### config.mk
export PLATFORM = sky130hd
export DESIGN_NAME = vga_timing_gen
export DESIGN_NICKNAME = d
export VERILOG_FILES = /design/src/rtl/vga_timing_pkg.sv /design/src/rtl/vga_delay_line.sv /design/src/rtl/vga_timing_gen.sv
export SDC_FILE = /design/constraint.sdc
export NUM_CORES = 1
export LEC_CHECK = 0
export ABC_AREA = 1
export ABC_CLOCK_PERIOD_IN_PS = 1900
export CAP_MARGIN = 20
export CORE_ASPECT_RATIO = 1.25
export CORE_UTILIZATION = 55
export CTS_CLUSTER_DIAMETER = 200
export DETAILED_ROUTE_END_ITERATION = 12
export PLACE_DENSITY_LB_ADDON = 0.05
export SETUP_SLACK_MARGIN = 0.05
export SYNTH_ARGS = -nofsm -noshare
export SYNTH_HDL_FRONTEND = slang
export SYNTH_SLANG_ARGS = --single-unit
### constraint.sdc
create_clock -name i_Clk -period 1.9 [get_ports i_Clk]
set_input_delay 0.475 -clock i_Clk [delete_from_list [all_inputs] [get_ports i_Clk]]
set_output_delay 0.475 -clock i_Clk [all_outputs]
set_load 0.01 [all_outputs]
### src/rtl/vga_timing_pkg.sv
// Shared VGA timing constants and helpers for the video front end.
// Mode tables describe the standard 640x480@60 and 800x600@60 rasters.
package vga_timing_pkg;

  localparam int unsigned VGA640_H_ACTIVE = 640;
  localparam int unsigned VGA640_H_FP     = 16;
  localparam int unsigned VGA640_H_SYNC   = 96;
  localparam int unsigned VGA640_H_BP     = 48;
  localparam int unsigned VGA640_V_ACTIVE = 480;
  localparam int unsigned VGA640_V_FP     = 10;
  localparam int unsigned VGA640_V_SYNC   = 2;
  localparam int unsigned VGA640_V_BP     = 33;
  localparam bit          VGA640_H_POL    = 1'b0;
  localparam bit          VGA640_V_POL    = 1'b0;

  localparam int unsigned SVGA800_H_ACTIVE = 800;
  localparam int unsigned SVGA800_H_FP     = 40;
  localparam int unsigned SVGA800_H_SYNC   = 128;
  localparam int unsigned SVGA800_H_BP     = 88;
  localparam int unsigned SVGA800_V_ACTIVE = 600;
  localparam int unsigned SVGA800_V_FP     = 1;
  localparam int unsigned SVGA800_V_SYNC   = 4;
  localparam int unsigned SVGA800_V_BP     = 23;
  localparam bit          SVGA800_H_POL    = 1'b1;
  localparam bit          SVGA800_V_POL    = 1'b1;

  // Counter width for a 0..total-1 range; never narrower than one bit.
  function automatic int unsigned cnt_width(input int unsigned total);
    return (total <= 1) ? 1 : $clog2(total);
  endfunction

endpackage

### src/rtl/vga_delay_line.sv
// Enable-gated shift register with asynchronous reset to a fixed vector.
// Aligns the timing bundle with downstream pixel-pipeline latency.
module vga_delay_line #(
  parameter int unsigned       WIDTH   = 8,
  parameter int unsigned       DEPTH   = 1,
  parameter logic [WIDTH-1:0]  RST_VAL = '0
) (
  input  logic             clk_i,
  input  logic             rst_i,
  input  logic             en_i,
  input  logic [WIDTH-1:0] d_i,
  output logic [WIDTH-1:0] q_o
);

  logic [WIDTH-1:0] stage_q [DEPTH];

  always_ff @(posedge clk_i or posedge rst_i) begin
    if (rst_i) begin
      for (int i = 0; i < int'(DEPTH); i++) stage_q[i] <= RST_VAL;
    end else if (en_i) begin
      stage_q[0] <= d_i;
      for (int i = 1; i < int'(DEPTH); i++) stage_q[i] <= stage_q[i-1];
    end
  end

  assign q_o = stage_q[DEPTH-1];

endmodule

### src/rtl/vga_timing_gen.sv
// Programmable VGA raster timing: sync, data-enable, col/row and strobes,
// with an optional uniform output delay for pipeline alignment.
module vga_timing_gen
  import vga_timing_pkg::*;
#(
  parameter int unsigned H_ACTIVE = VGA640_H_ACTIVE,
  parameter int unsigned H_FP     = VGA640_H_FP,
  parameter int unsigned H_SYNC   = VGA640_H_SYNC,
  parameter int unsigned H_BP     = VGA640_H_BP,
  parameter int unsigned V_ACTIVE = VGA640_V_ACTIVE,
  parameter int unsigned V_FP     = VGA640_V_FP,
  parameter int unsigned V_SYNC   = VGA640_V_SYNC,
  parameter int unsigned V_BP     = VGA640_V_BP,
  parameter bit          H_POL    = VGA640_H_POL,
  parameter bit          V_POL    = VGA640_V_POL,
  parameter int unsigned DELAY    = 0,
  localparam int unsigned H_TOTAL = H_ACTIVE + H_FP + H_SYNC + H_BP,
  localparam int unsigned V_TOTAL = V_ACTIVE + V_FP + V_SYNC + V_BP,
  localparam int unsigned CW      = cnt_width(H_TOTAL),
  localparam int unsigned RW      = cnt_width(V_TOTAL)
) (
  input  logic          i_Clk,
  input  logic          i_Rst,
  input  logic          i_Enable,
  input  logic          i_Restart,
  output logic          o_HSync,
  output logic          o_VSync,
  output logic          o_Active,
  output logic [CW-1:0] o_Col,
  output logic [RW-1:0] o_Row,
  output logic          o_Line_Start,
  output logic          o_Frame_Start
);

  localparam int unsigned H_SYNC_START = H_ACTIVE + H_FP;
  localparam int unsigned H_SYNC_END   = H_SYNC_START + H_SYNC;
  localparam int unsigned V_SYNC_START = V_ACTIVE + V_FP;
  localparam int unsigned V_SYNC_END   = V_SYNC_START + V_SYNC;
  localparam int unsigned OW           = 5 + CW + RW;
  localparam logic [OW-1:0] RST_VEC = {~H_POL, ~V_POL, 1'b0, {CW{1'b0}}, {RW{1'b0}}, 2'b00};

  if (H_SYNC < 1 || V_SYNC < 1 || H_ACTIVE < 1 || V_ACTIVE < 1 || DELAY > 15) begin : g_bad_params
    $error("vga_timing_gen: illegal timing parameters");
  end

  logic [CW-1:0] col_q, col_d;
  logic [RW-1:0] row_q, row_d;
  logic [OW-1:0] out_q, out_d;
  logic [OW-1:0] pipe_out;
  logic          h_sync_on, v_sync_on, active, line_start;

  // Raster counters; restart overrides the enable so it works while frozen.
  always_comb begin
    col_d = col_q;
    row_d = row_q;
    if (i_Restart) begin
      col_d = '0;
      row_d = '0;
    end else if (i_Enable) begin
      if (col_q == CW'(H_TOTAL - 1)) begin
        col_d = '0;
        row_d = (row_q == RW'(V_TOTAL - 1)) ? '0 : row_q + RW'(1);
      end else begin
        col_d = col_q + CW'(1);
      end
    end
  end

  always_ff @(posedge i_Clk or posedge i_Rst) begin
    if (i_Rst) begin
      col_q <= '0;
      row_q <= '0;
    end else begin
      col_q <= col_d;
      row_q <= row_d;
    end
  end

  // Decode compares in 32 bits so a sync end equal to the total never aliases.
  assign h_sync_on  = (32'(col_q) >= H_SYNC_START) && (32'(col_q) < H_SYNC_END);
  assign v_sync_on  = (32'(row_q) >= V_SYNC_START) && (32'(row_q) < V_SYNC_END);
  assign active     = (32'(col_q) < H_ACTIVE) && (32'(row_q) < V_ACTIVE);
  assign line_start = (col_q == '0);

  assign out_d = {h_sync_on ? H_POL : ~H_POL,
                  v_sync_on ? V_POL : ~V_POL,
                  active, col_q, row_q,
                  line_start, line_start && (row_q == '0)};

  always_ff @(posedge i_Clk or posedge i_Rst) begin
    if (i_Rst) begin
      out_q <= RST_VEC;
    end else if (i_Enable) begin
      out_q <= out_d;
    end
  end

  if (DELAY == 0) begin : g_no_delay
    assign pipe_out = out_q;
  end else begin : g_delay
    vga_delay_line #(
      .WIDTH   (OW),
      .DEPTH   (DELAY),
      .RST_VAL (RST_VEC)
    ) u_delay (
      .clk_i (i_Clk),
      .rst_i (i_Rst),
      .en_i  (i_Enable),
      .d_i   (out_q),
      .q_o   (pipe_out)
    );
  end

  assign {o_HSync, o_VSync, o_Active, o_Col, o_Row, o_Line_Start, o_Frame_Start} = pipe_out;

endmodule

==> results.md, run 1 <==
Yosys:
- Ranked by total cell area, the synthesized netlist is headed by sky130_fd_sc_hd__dfrtp_1 47%, sky130_fd_sc_hd__nand2_1 14%, sky130_fd_sc_hd__nand3_1 5.6%, sky130_fd_sc_hd__o21ai_0 5.0%, sky130_fd_sc_hd__nor2_1 4.4%.
- The share of synthesized area occupied by flip-flops and latches is 0.489.
- The post-synthesis instance area is between 2000 and 2500 sq um.
- The number of nets handed over by synthesis was 297.
- For this run, the leading register cell type out of synthesis is sky130_fd_sc_hd__dfrtp_1.
- After synthesis, the largest family of logic cells by area is simple AND/OR/NAND/NOR gates.
- In the synthesized netlist the async set-or-reset flop fraction comes to 1.00.
- Synthesis handed over a netlist of about 290 instances.
- Counting flops with a built-in enable in the synthesized netlist gives 0.
- A synthesized cell averages approximately 8 sq um.
- Of the total synthesized cell area, the portion taken by XOR and XNOR cells is 0.0152.
- The complex-gate fraction of the synthesized area is 0.0905.
- The library cell with the largest summed area after synthesis is sky130_fd_sc_hd__dfrtp_1.
- The portion of netlist area occupied by mux cells is 0.
- The share of synthesized cell area in and, or, nand and nor gates is 0.302.
- The adder-cell share of the synthesized area is 0.0271.
- The portion of synthesized cell area occupied by the leading cell type is 0.466.
- Yosys printed 0 warnings.
- In this run, distinct cell masters in the synthesized netlist total 30.
- After synthesis the netlist holds a flip-flop and latch count of 45.

Worst hold path:
- The min-delay analysis places its worst path in the category flop to flop.
- For hold timing, the worst endpoint is out_q[5].
- The hold path startpoint is out_q[5].
- The worst hold path was traced through 2 stages.

STA:
- The worst pin sits at a relative slew slack of 0.735.
- The final cycle utilization of the critical path is 0.892.
- Setup repair after global routing left no endpoint under its margin.
- The setup slack after layout is 205 ps.
- For the pin with the worst max-slew slack, the measured transition is 396 ps.
- The routed design could run at a clock period as short as between 1500 and 2000 ps.
- The final hold violation count is 0.
- The max-slew violation count is 0.
- The number of setup violations in the final report is 0.
- For the final routed database, the setup TNS stands at 0 ps.
- For the final database, setup skew stands at 13.7 ps.
- Timing would allow up to 590 MHz.

Detailed routing:
- The detailed-route wire length per cell is ~13 microns.
- The routed via count is between 2000 and 2500.
- The first-iteration detailed-routing DRC count is 106.
- The detailed-route DRC error count is 0.
- The first TritonRoute pass finished after 4 iterations.
- In this run the remaining antenna-violating nets after routing total 0.
- Dividing the detail-routed via count by the number of cells gives between 5 and 6.
- The routed wire length is 5010 microns.

Clock network:
- After clock tree synthesis, the setup repair step added 0 buffers.
- Counting along the longest clock path gives a buffer depth of 2.
- The later pin in the worst-skew pair is clocked with a latency of just over 300 ps.
- The count of H-tree levels built during CTS is 2.
- Clock-pin slew was measured on the worst setup and hold paths at 100 ps.
- The CTS root buffer is sky130_fd_sc_hd__clkbuf_8.
- The clock buffer count from CTS is 5.
- TritonCTS built the clock tree.
- Counting every sink on the clock net gives 45.
- The number of buffers inserted by hold repair at cts is 0.

Floorplanning:
- Measured along the y axis, the die boundary spans 74.4 microns.
- The floorplan has 25 rows.
- During I/O placement, the number of pins put on the boundary was 29.
- The overall die width is about 60 microns.
- The core area is 3910 sq um.
- The initial utilization of the core area, before any placement, comes to 0.590.
- The die covers 4460 sq um.

Setup path:
- Walking the worst path, the cells encountered are clkdlybuf4s50_1.
- The buffers plus inverters on the worst setup path is 1.
- The destination of the worst register-to-register timing path is row_q[5].
- The capturing element type of the critical path is an output port.
- The worst setup path is launched from a flop.
- The startpoint identified for the worst register-to-register timing path is col_q[0].
- The maximum fanout encountered on the critical timing path is 2.
- In this design, the stage delay of the slowest critical-path cell is 540 ps.
- The critical path arrival is 1220 ps.
- The number of cells on the worst reg-to-reg path is 7.
- The critical path is of the flop to output port type.
- Data on the critical path is required at its endpoint by roughly 1400 ps.
- Among all stages on the critical path, the largest delay is contributed by sky130_fd_sc_hd__clkdlybuf4s50_1.
- The worst register-to-register path has a setup slack of 380 ps.
- Among cell families on the critical path, the largest total delay comes from buffers and inverters.

Layout:
- The final layout contains 332 nets.
- The relative area change from synthesis to final layout is 22.0%.
- The number of antenna repair diodes is 0.
- Leaving out fill and tap cells, the most frequent cells in the layout are 86 x sky130_fd_sc_hd__nand2_1, 43 x sky130_fd_sc_hd__dfrtp_1, 27 x sky130_fd_sc_hd__nor2_1.
- The most frequent standard cell in the layout excluding fill and tap cells is sky130_fd_sc_hd__nand2_1.
- The fraction of layout instances using a drive strength above 1 is 0.114.

Global routing:
- For this run, global-route usage on met2 was measured as 0.453.
- The largest net degree at the start of global routing is 32.
- The layer with the highest usage after global routing is met2.
- The met1 track utilization from global routing is 0.297.
- The first global-routing pass estimated about 8500 microns of wire.
- The via count of the first global-routing pass came to 1963.
- For met3 alone, demand over resource in global routing was 0.0400.
- For this run, the total global-route usage over all layers was measured as 0.256.
- The aggregate global routing overflow is 0.
- The initial antenna violation count is 0.

Placement:
- Timing analysis after detailed placement gives a worst setup slack of 31.1 ps.
- Once detailed placement completed, the half-perimeter wirelength came to between 3000 and 4000 microns.
- Port buffering added 28 buffers.
- At the end of routability-driven placement, the weighted congestion stood at 0.964.

Pwr:
- The worst-case IR drop observed on VDD is 0.000560 V.
- In this run the power density over the cells is 782 nW/um^2.
- The analysis attributes to cell leakage a power of between 1 and 1.5 nW.

Outcome:
- The flow ran to the end, and the final reports show no timing, DRC or antenna violations.

Job:
- The max capacitance violation total is 0.
-- registers in the layout, summed over array words and instances (netlist names) --
signal and cells:
col_q 10, out_q 25, row_q 10
-- synth_stat cells (3+ instances only) --
master                    number
sky130_fd_sc_hd__a21oi_1       5
sky130_fd_sc_hd__buf_2         3
sky130_fd_sc_hd__dfrtp_1      43
sky130_fd_sc_hd__ha_1          5
sky130_fd_sc_hd__inv_1        24
sky130_fd_sc_hd__inv_2         4
sky130_fd_sc_hd__nand2_1      86
sky130_fd_sc_hd__nand2_2       6
sky130_fd_sc_hd__nand3_1      26
sky130_fd_sc_hd__nor2_1       27
sky130_fd_sc_hd__nor3_1        9
sky130_fd_sc_hd__o21ai_0      23
sky130_fd_sc_hd__xor2_1        4
-- kinds of logic (layout without fill, tap and decap cells) --
logic type / Yosys count / count (layout)
xor+xnor: 4 / 4
simple gates: 161 / 161
fa+ha+maj: 5 / 5
buf+inv: 37 / 73
flops: 45 / 45
compound gates: 36 / 36
-- worst max-delay path by stage --
stage | from | end | slack, ps | depth (start not counted)
floorplan | i_Rst | col_q[0] | 370 | 1
global placement | i_Enable | col_q[7] | 30 | 6
detailed placement | i_Enable | col_q[7] | 30 | 6
CTS | out_q[24] | o_HSync | 60 | 1
global route | out_q[0] | o_Frame_Start | 170 | 1
finish | out_q[0] | o_Frame_Start | 200 | 1
-- metal layers --
metal,vias to the layer above,part of all wire
li1,984,-
met1,953,0.43
met2,46,0.51
met3,18,0.024
met4,0,0.032
met5,-,0
-- where the power goes --
| part | switching (mW) | internal (mW) | leakage [nW] |
|---|---|---|---|
| registers | 0.0480 | 1.00 | 0.604 |
| logic | 0.150 | 0.129 | 0.645 |
| clock network | 0.342 | 0.529 | 0.0687 |
| total | 0.540 | 1.66 | 1.32 |
-- stage by stage --
stage | hold slack (ps) | area (sq um) | std cells | total power, mW | util
3_3_place_gp | 457 | 2680 | 370 | 1.34 | 0.684
6_report | 480 | 2820 | 378 | 2.20 | 0.720
4_1_cts | 483 | 2810 | 378 | 2.21 | 0.719
5_1_grt | 523 | 2820 | 378 | 2.28 | 0.720
3_5_place_dp | 460 | 2680 | 370 | 1.35 | 0.684
2_1_floorplan | 491 | 2310 | 288 | 1.23 | -
-- repair_timing --
action                                  CTS  global route
endpoints found under the setup margin    1             1
resized for setup                         1             1
cloned                                    0             0
-- area by class of cell --
class	count	area, sq um
tap	54	67.6
multi-input combinational	206	1000
clock inverter	3	68.8
fill	322	1090
clock buffer	5	68.8
sequential	45	1130
timing repair buffer	36	354
inverter	29	123
(Power assumes the default switching activity.)
==> inputs of run 2 (changes only) <==
- CAP_MARGIN: 20 -> 10
- CORE_UTILIZATION: 55 -> 30
==> results.md, run 2 (synthesized netlist as in run 1, its figures left out) <==
Detailed routing:
- The routed via count was 1927 (was 2001).
- The first-iteration detailed-routing DRC count is 71 (was 106).
- The count of TritonRoute iterations in the first routing pass came to 4 (unchanged).
- The per-cell via count in the routed design is 4.61 (was 5.29).
- The number of routed nets with antenna violations is 0 (unchanged).
- The detailed-route wire length per cell is 13.3 microns (about the same).
- The routed wire length is 5550 microns (was 5010 microns).
- The detailed-route DRC error count was 0 (unchanged).

Global routing:
- The aggregate global routing overflow is 0 (unchanged).
- The via count of the first global-routing pass was 1942 (was 1963).
- The initial antenna violation count is 0 (unchanged).
- The overall routing resource usage is 0.155 (was 0.256).
- The largest net degree at the start of global routing was 22 (was 32).
- The wire length of the first global-routing pass is 9500 microns (was 8490 microns).

Setup path:
- The stage delay of the slowest cell on the critical path is 540 ps (about the same).
- The required time at the worst-slack endpoint was 1420 ps (about the same).
- The critical path arrival came to 1210 ps (was 1220 ps).
- The family with the most delay on the worst path is buffers and inverters (unchanged).
- The critical path start-end classification is flop to output port (unchanged).
- The capturing element type of the critical path is an output port (unchanged).
- The startpoint type of the worst setup path is a flop (unchanged).
- The minimum setup slack among reg-to-reg paths is 380 ps (about the same).
- The maximum fanout encountered on the critical timing path is 2 (unchanged).
- The highest-delay cell along the critical path is sky130_fd_sc_hd__clkdlybuf4s50_1 (unchanged).
- The buffers plus inverters on the worst setup path came to 1 (unchanged).
- Series of cell instances along the critical path: clkdlybuf4s50_1 (unchanged).

STA:
- The worst slew margin relative to its limit is 0.718 (was 0.735).
- The final cycle utilization of the critical path is 0.889 (was 0.892).
- The max-slew violation count came to 0 (unchanged).
- The number of setup violations in the final report was 0 (unchanged).
- The actual transition at the worst max-transition pin came to 420 ps (was 396 ps).
- The final hold violation count was 0 (unchanged).
- The worst hold margin is 435 ps (was 480 ps).
- The post-layout minimum cycle time is 1690 ps (was 1700 ps).
- The highest achievable clock rate is 592 MHz (was 590 MHz).
- RSZ-0062 raised after global routing: false (unchanged).
- The final worst clock skew was 7.12 ps (was 13.7 ps).

Layout:
- The most frequent standard cell in the layout excluding fill and tap cells is sky130_fd_sc_hd__nand2_1 (unchanged).
- The sequential cell area is 1130 sq um (unchanged).
- The share of the core filled with cells is 0.383 (was 0.720).
- The largest register by flop count is out_q (unchanged).
- The number of non-filler instances in the completed layout came to 418 (was 378).
- The number of antenna repair diodes came to 0 (unchanged).
- Largest registers: out_q x25, col_q x10, row_q x10 (unchanged).
- Most used cells in the layout excluding fill and tap cells: 86 x sky130_fd_sc_hd__nand2_1, 43 x sky130_fd_sc_hd__dfrtp_1, 27 x sky130_fd_sc_hd__nor2_1 (unchanged).
- The net count reported at finish is 334 (was 332).
- The flip-flop count of the largest register, all copies and words added came to 25 (unchanged).
- The multi-input gate area in the final layout is 1000 sq um (unchanged).
- The fraction of layout instances using a drive strength above 1 is 0.123 (was 0.114).
- The number of fillers in the final layout is 776 (was 322).
- The relative area change from synthesis to final layout is 22.7% (was 22.0%).

Floorplanning:
- The number of placement rows is 35 (was 25).
- The full die area is 8050 sq um (was 4460 sq um).
- The starting utilization of the core area is 0.312 (was 0.590).
- The number of top-level design ports is 29 (unchanged).
- The core area is 7400 sq um (was 3910 sq um).
- The y dimension of the die is 100 microns (was 74.4 microns).
- The overall die width is 80.5 microns (was 59.9 microns).

Clock network:
- The number of buffers on the longest clock path is 2 (unchanged).
- The CTS root buffer was sky130_fd_sc_hd__clkbuf_8 (unchanged).
- The clock latency of the later-clocked register in the worst-skew pair is 300 ps (was 310 ps).
- The TritonCTS clock tree is yes (unchanged).
- The clock-pin slew on the worst setup and hold paths was 90 ps (was 100 ps).
- The setup fix buffers added after clock tree synthesis is 0 (unchanged).
- The clock buffer count from CTS was 5 (unchanged).
- The count of H-tree levels built during CTS is 2 (unchanged).
- The TritonCTS sink count was 45 (unchanged).

Placement:
- The cell count after placement is 410 (was 370).
- The estimated wirelength of the detail-placed design is 4240 microns (was 3680 microns).
- The count of buffers inserted at the top-level ports came to 28 (unchanged).
- The routability congestion estimate came to 0.793 (was 0.964).

Pwr:
- The overall power of the completed layout is 1.96 mW (was 2.20 mW).
- The total net switching power came to 534 uW (was 540 uW).
- The clock network power share came to 0.323 (was 0.396).
- The peak supply drop is 0.000419 V (was 0.000560 V).
- The ratio of total power to cell area is 694 nW/um^2 (was 782 nW/um^2).
- The sequential share of power is 0.533 (was 0.478).
- The part of the power in combinational logic came to 0.144 (was 0.127).
- The design internal power is 1.43 mW (was 1.66 mW).
- The leakage dissipation is 1.31 nW (was 1.32 nW).
- The net switching fraction of the power was 0.272 (was 0.245).

Outcome:
- Status: finished clean (unchanged).

Job:
- The max capacitance violation total is 0 (unchanged).

Worst hold path:
- The class of the tightest hold or removal check is primary input to asynchronous set/reset pin (was flop to flop).
-- run 2: power by group through the flow --
stage	Sequential (mW)	Combinational (mW)	Clock, mW
floorplan	1.07	0.159	0
global placement	1.07	0.292	0
detailed placement	1.07	0.290	0
CTS	1.05	0.291	0.659
global route	1.06	0.319	0.686
finish	1.05	0.282	0.635
-- run 2: path summary, 6_finish.rpt --
path / from / cells after the start / endpoint
setup / recovery: out_q[7] / 1 / o_Row[5]
hold / removal: i_Rst / 2 / out_q[9]
setup reg to reg: col_q[0] / 7 / row_q[5]
hold reg to reg: out_q[4] / 2 / out_q[4]
max in group asynchronous: i_Rst / 3 / out_q[24]
min in group i_Clk: out_q[4] / 2 / out_q[4]
-- run 2: final cells by class --
| cell class | instances | area share |
|---|---|---|
| sequential | 45 | 0.398 |
| multi-input combinational | 206 | 0.355 |
| timing repair buffer | 38 | 0.129 |
| inverter | 29 | 0.0433 |
| tap | 92 | 0.0406 |
| clock buffer | 6 | 0.0292 |
| clock inverter | 2 | 0.00486 |
-- run 2: repair_timing --
item | CTS | global route
endpoints found under the setup margin | 2 | 0
gates resized for setup | 2 | 0
hold buffers | 0 | 0
-- run 2: through the flow --
stage                     setup slack [ps]  instance area (sq um)  TNS, ps
final                                  210                   2830        0
after global routing                   159                   2830        0
after CTS                              197                   2830        0
after detailed placement             -30.4                   2740    -62.2
after global placement                29.2                   2740        0
after floorplan                        369                   2310        0
-- run 2: per-layer routing --
| layer | part of all wire | wire length (microns) | GRT usage | vias up |
|---|---|---|---|---|
| li1 | - | - | - | 990 |
| met3 | 0.017 | 95 | 0.0255 | 7 |
| met5 | 0 | 0 | 0 | - |
| met1 | 0.43 | 2360 | 0.178 | 913 |
| met2 | 0.54 | 3000 | 0.280 | 17 |
| met4 | 0.016 | 91 | 0.0618 | 0 |
==> inputs of run 3 (changes only) <==
- ABC_CLOCK_PERIOD_IN_PS: 1900 -> 2200
- clock period: 1.9 -> 2.2 ns (I/O delays scaled with it)
==> results.md, run 3 (synthesized netlist as in run 1, its figures left out) <==
Outcome:
- Status: finished clean (unchanged).

Floorplanning:
- The starting utilization of the core area came to 0.312 (unchanged).
- The overall die width was 80.5 microns (unchanged).
- The number of placement rows is 35 (unchanged).
- The number of top-level design ports is 29 (unchanged).
- The full die area is 8050 sq um (unchanged).
- The y dimension of the die is 100 microns (unchanged).
- The core area was 7400 sq um (unchanged).

Global routing:
- The via count of the first global-routing pass was 1963 (was 1942).
- The overall routing resource usage is 0.156 (was 0.155).
- The initial antenna violation count is 0 (unchanged).
- The largest net degree at the start of global routing is 32 (was 22).
- The aggregate global routing overflow came to 0 (unchanged).
- The wire length of the first global-routing pass is 9520 microns (was 9500 microns).

STA:
- The number of setup violations in the final report came to 0 (unchanged).
- Counting I/O delays and the setup requirement, the final critical path takes 1920 ps.
- Of the available clock period, the critical path in the final layout requires 0.875.
- The highest achievable clock rate is 520 MHz.
- The worst hold margin is 481 ps (was 435 ps).
- The final hold violation count is 0 (unchanged).
- The actual transition at the worst max-transition pin is 377 ps (was 420 ps).
- The worst slew margin relative to its limit was 0.747 (was 0.718).
- The max-slew violation count came to 0 (unchanged).
- RSZ-0062 raised after global routing: false (unchanged).
- The setup slack after layout is 276 ps (was 210 ps).
- The final worst clock skew is 6.56 ps (was 7.12 ps).
- The total negative setup slack is 0 ps (unchanged).

Detailed routing:
- The detailed-route wire length per cell is 13.5 microns (was 13.3 microns).
- The count of TritonRoute iterations in the first routing pass is 4 (unchanged).
- The first-iteration detailed-routing DRC count is 79 (was 71).
- The detailed-route DRC error count was 0 (unchanged).
- The number of routed nets with antenna violations was 0 (unchanged).
- The routed wire length was 5580 microns (was 5550 microns).
- The routed via count is 1930 (was 1927).
- The per-cell via count in the routed design is 4.68 (was 4.61).

Clock network:
- The clock-pin slew on the worst setup and hold paths was 90 ps (about the same).
- The CTS root buffer is sky130_fd_sc_hd__clkbuf_8 (unchanged).
- The count of H-tree levels built during CTS is 2 (unchanged).
- The post-cts gate resize count is 0 (was 2).
- The clock latency of the later-clocked register in the worst-skew pair came to 310 ps (was 300 ps).
- The clock buffer count from CTS is 5 (unchanged).
- The setup fix buffers added after clock tree synthesis came to 0 (unchanged).
- The number of buffers inserted by hold repair at cts is 0 (unchanged).
- The number of buffers on the longest clock path came to 2 (unchanged).
- The TritonCTS sink count is 45 (unchanged).
- The TritonCTS clock tree is yes (unchanged).

Placement:
- The count of buffers inserted at the top-level ports is 28 (unchanged).
- The routability congestion estimate came to 0.831 (was 0.793).
- The cell area after placement came to 2690 sq um (was 2740 sq um).
- The cell count after placement is 404 (was 410).
- The estimated wirelength of the detail-placed design is 4110 microns (was 4240 microns).
- The worst slack after detailed placement is 160 ps (was -30.4 ps).

Pwr:
- The overall power of the completed layout is 1.81 mW (was 1.96 mW).
- The leakage dissipation is 1.29 nW (was 1.31 nW).
- The peak supply drop came to 0.000438 V (was 0.000419 V).
- The ratio of total power to cell area is 645 nW/um^2 (was 694 nW/um^2).

Setup path:
- The critical path arrival is 1370 ps (was 1210 ps).
- The buffers plus inverters on the worst setup path was 1 (unchanged).
- The capturing element type of the critical path is an output port (unchanged).
- The maximum fanout encountered on the critical timing path is 2 (unchanged).
- The highest-delay cell along the critical path is sky130_fd_sc_hd__dfstp_2 (was sky130_fd_sc_hd__clkdlybuf4s50_1).
- The family with the most delay on the worst path is flip-flops (was buffers and inverters).
- The stage delay of the slowest cell on the critical path is 540 ps (about the same).
- The required time at the worst-slack endpoint is 1650 ps (was 1420 ps).
- The startpoint type of the worst setup path is a flop (unchanged).
- The critical path start-end classification is flop to output port (unchanged).
- Series of cell instances along the critical path: clkdlybuf4s50_1 (unchanged).

Layout:
- The relative area change from synthesis to final layout came to 21.9% (was 22.7%).
- Most used cells in the layout excluding fill and tap cells: 86 x sky130_fd_sc_hd__nand2_1, 43 x sky130_fd_sc_hd__dfrtp_1, 28 x sky130_fd_sc_hd__clkdlybuf4s50_1 (was 86 x sky130_fd_sc_hd__nand2_1, 43 x sky130_fd_sc_hd__dfrtp_1, 27 x sky130_fd_sc_hd__nor2_1).
- The most frequent standard cell in the layout excluding fill and tap cells is sky130_fd_sc_hd__nand2_1 (unchanged).
- The number of fillers in the final layout is 789 (was 776).
- The net count reported at finish is 328 (was 334).
- The flip-flop count of the largest register, all copies and words added is 25 (unchanged).
- The fraction of layout instances using a drive strength above 1 came to 0.106 (was 0.123).
- The largest register by flop count is out_q (unchanged).
- The total non-filler cell area in the finished layout is 2810 sq um (was 2830 sq um).
- The share of the core filled with cells was 0.380 (was 0.383).
- The number of antenna repair diodes came to 0 (unchanged).
- Largest registers: out_q x25, col_q x10, row_q x10 (unchanged).
- The number of non-filler instances in the completed layout is 412 (was 418).

Worst hold path:
- The class of the tightest hold or removal check is flop to flop (was primary input to asynchronous set/reset pin).

Job:
- The max capacitance violation total is 0 (unchanged).
[run 3: worst min-delay path, delay by kind of cell (launching register included)]
kind	cells	cell delay, ps
simple gates	2	110
flops	1	350
[run 3: worst paths after layout]
path                            from   endpoint  slack, ps  cells past startpoint
setup / recovery           out_q[24]    o_HSync        280                      1
hold / removal              out_q[4]   out_q[4]        480                      2
setup reg to reg            row_q[0]   row_q[0]        710                      7
hold reg to reg             out_q[4]   out_q[4]        480                      2
max in group asynchronous      i_Rst  out_q[23]       1120                      3
min in group asynchronous      i_Rst   out_q[8]        520                      2
[run 3: where the power goes]
group | switching [mW] | leakage, nW | internal [mW]
Combinational | 0.129 | 0.631 | 0.106
Clock | 0.303 | 0.0574 | 0.370
Sequential | 0.0400 | 0.604 | 0.866
Total | 0.471 | 1.29 | 1.34
[run 3: area by class of cell]
| type | count | area [sq um] | area share |
|---|---|---|---|
| clock buffers | 6 | 82.6 | 0.0293 |
| clock inverters | 2 | 37.5 | 0.0133 |
| inverters | 29 | 123 | 0.0436 |
| multi-input cells | 206 | 1000 | 0.357 |
| flip-flops and latches | 45 | 1130 | 0.401 |
| well taps | 92 | 115 | 0.0409 |
| repair buffers | 32 | 323 | 0.115 |
[run 3: routing by layer]
metal,track usage,up-vias,share of wire
met4,0.0495,0,0.013
met3,0.0309,6,0.024
met2,0.277,26,0.53
met5,0,-,0
met1,0.187,922,0.43
li1,-,976,-
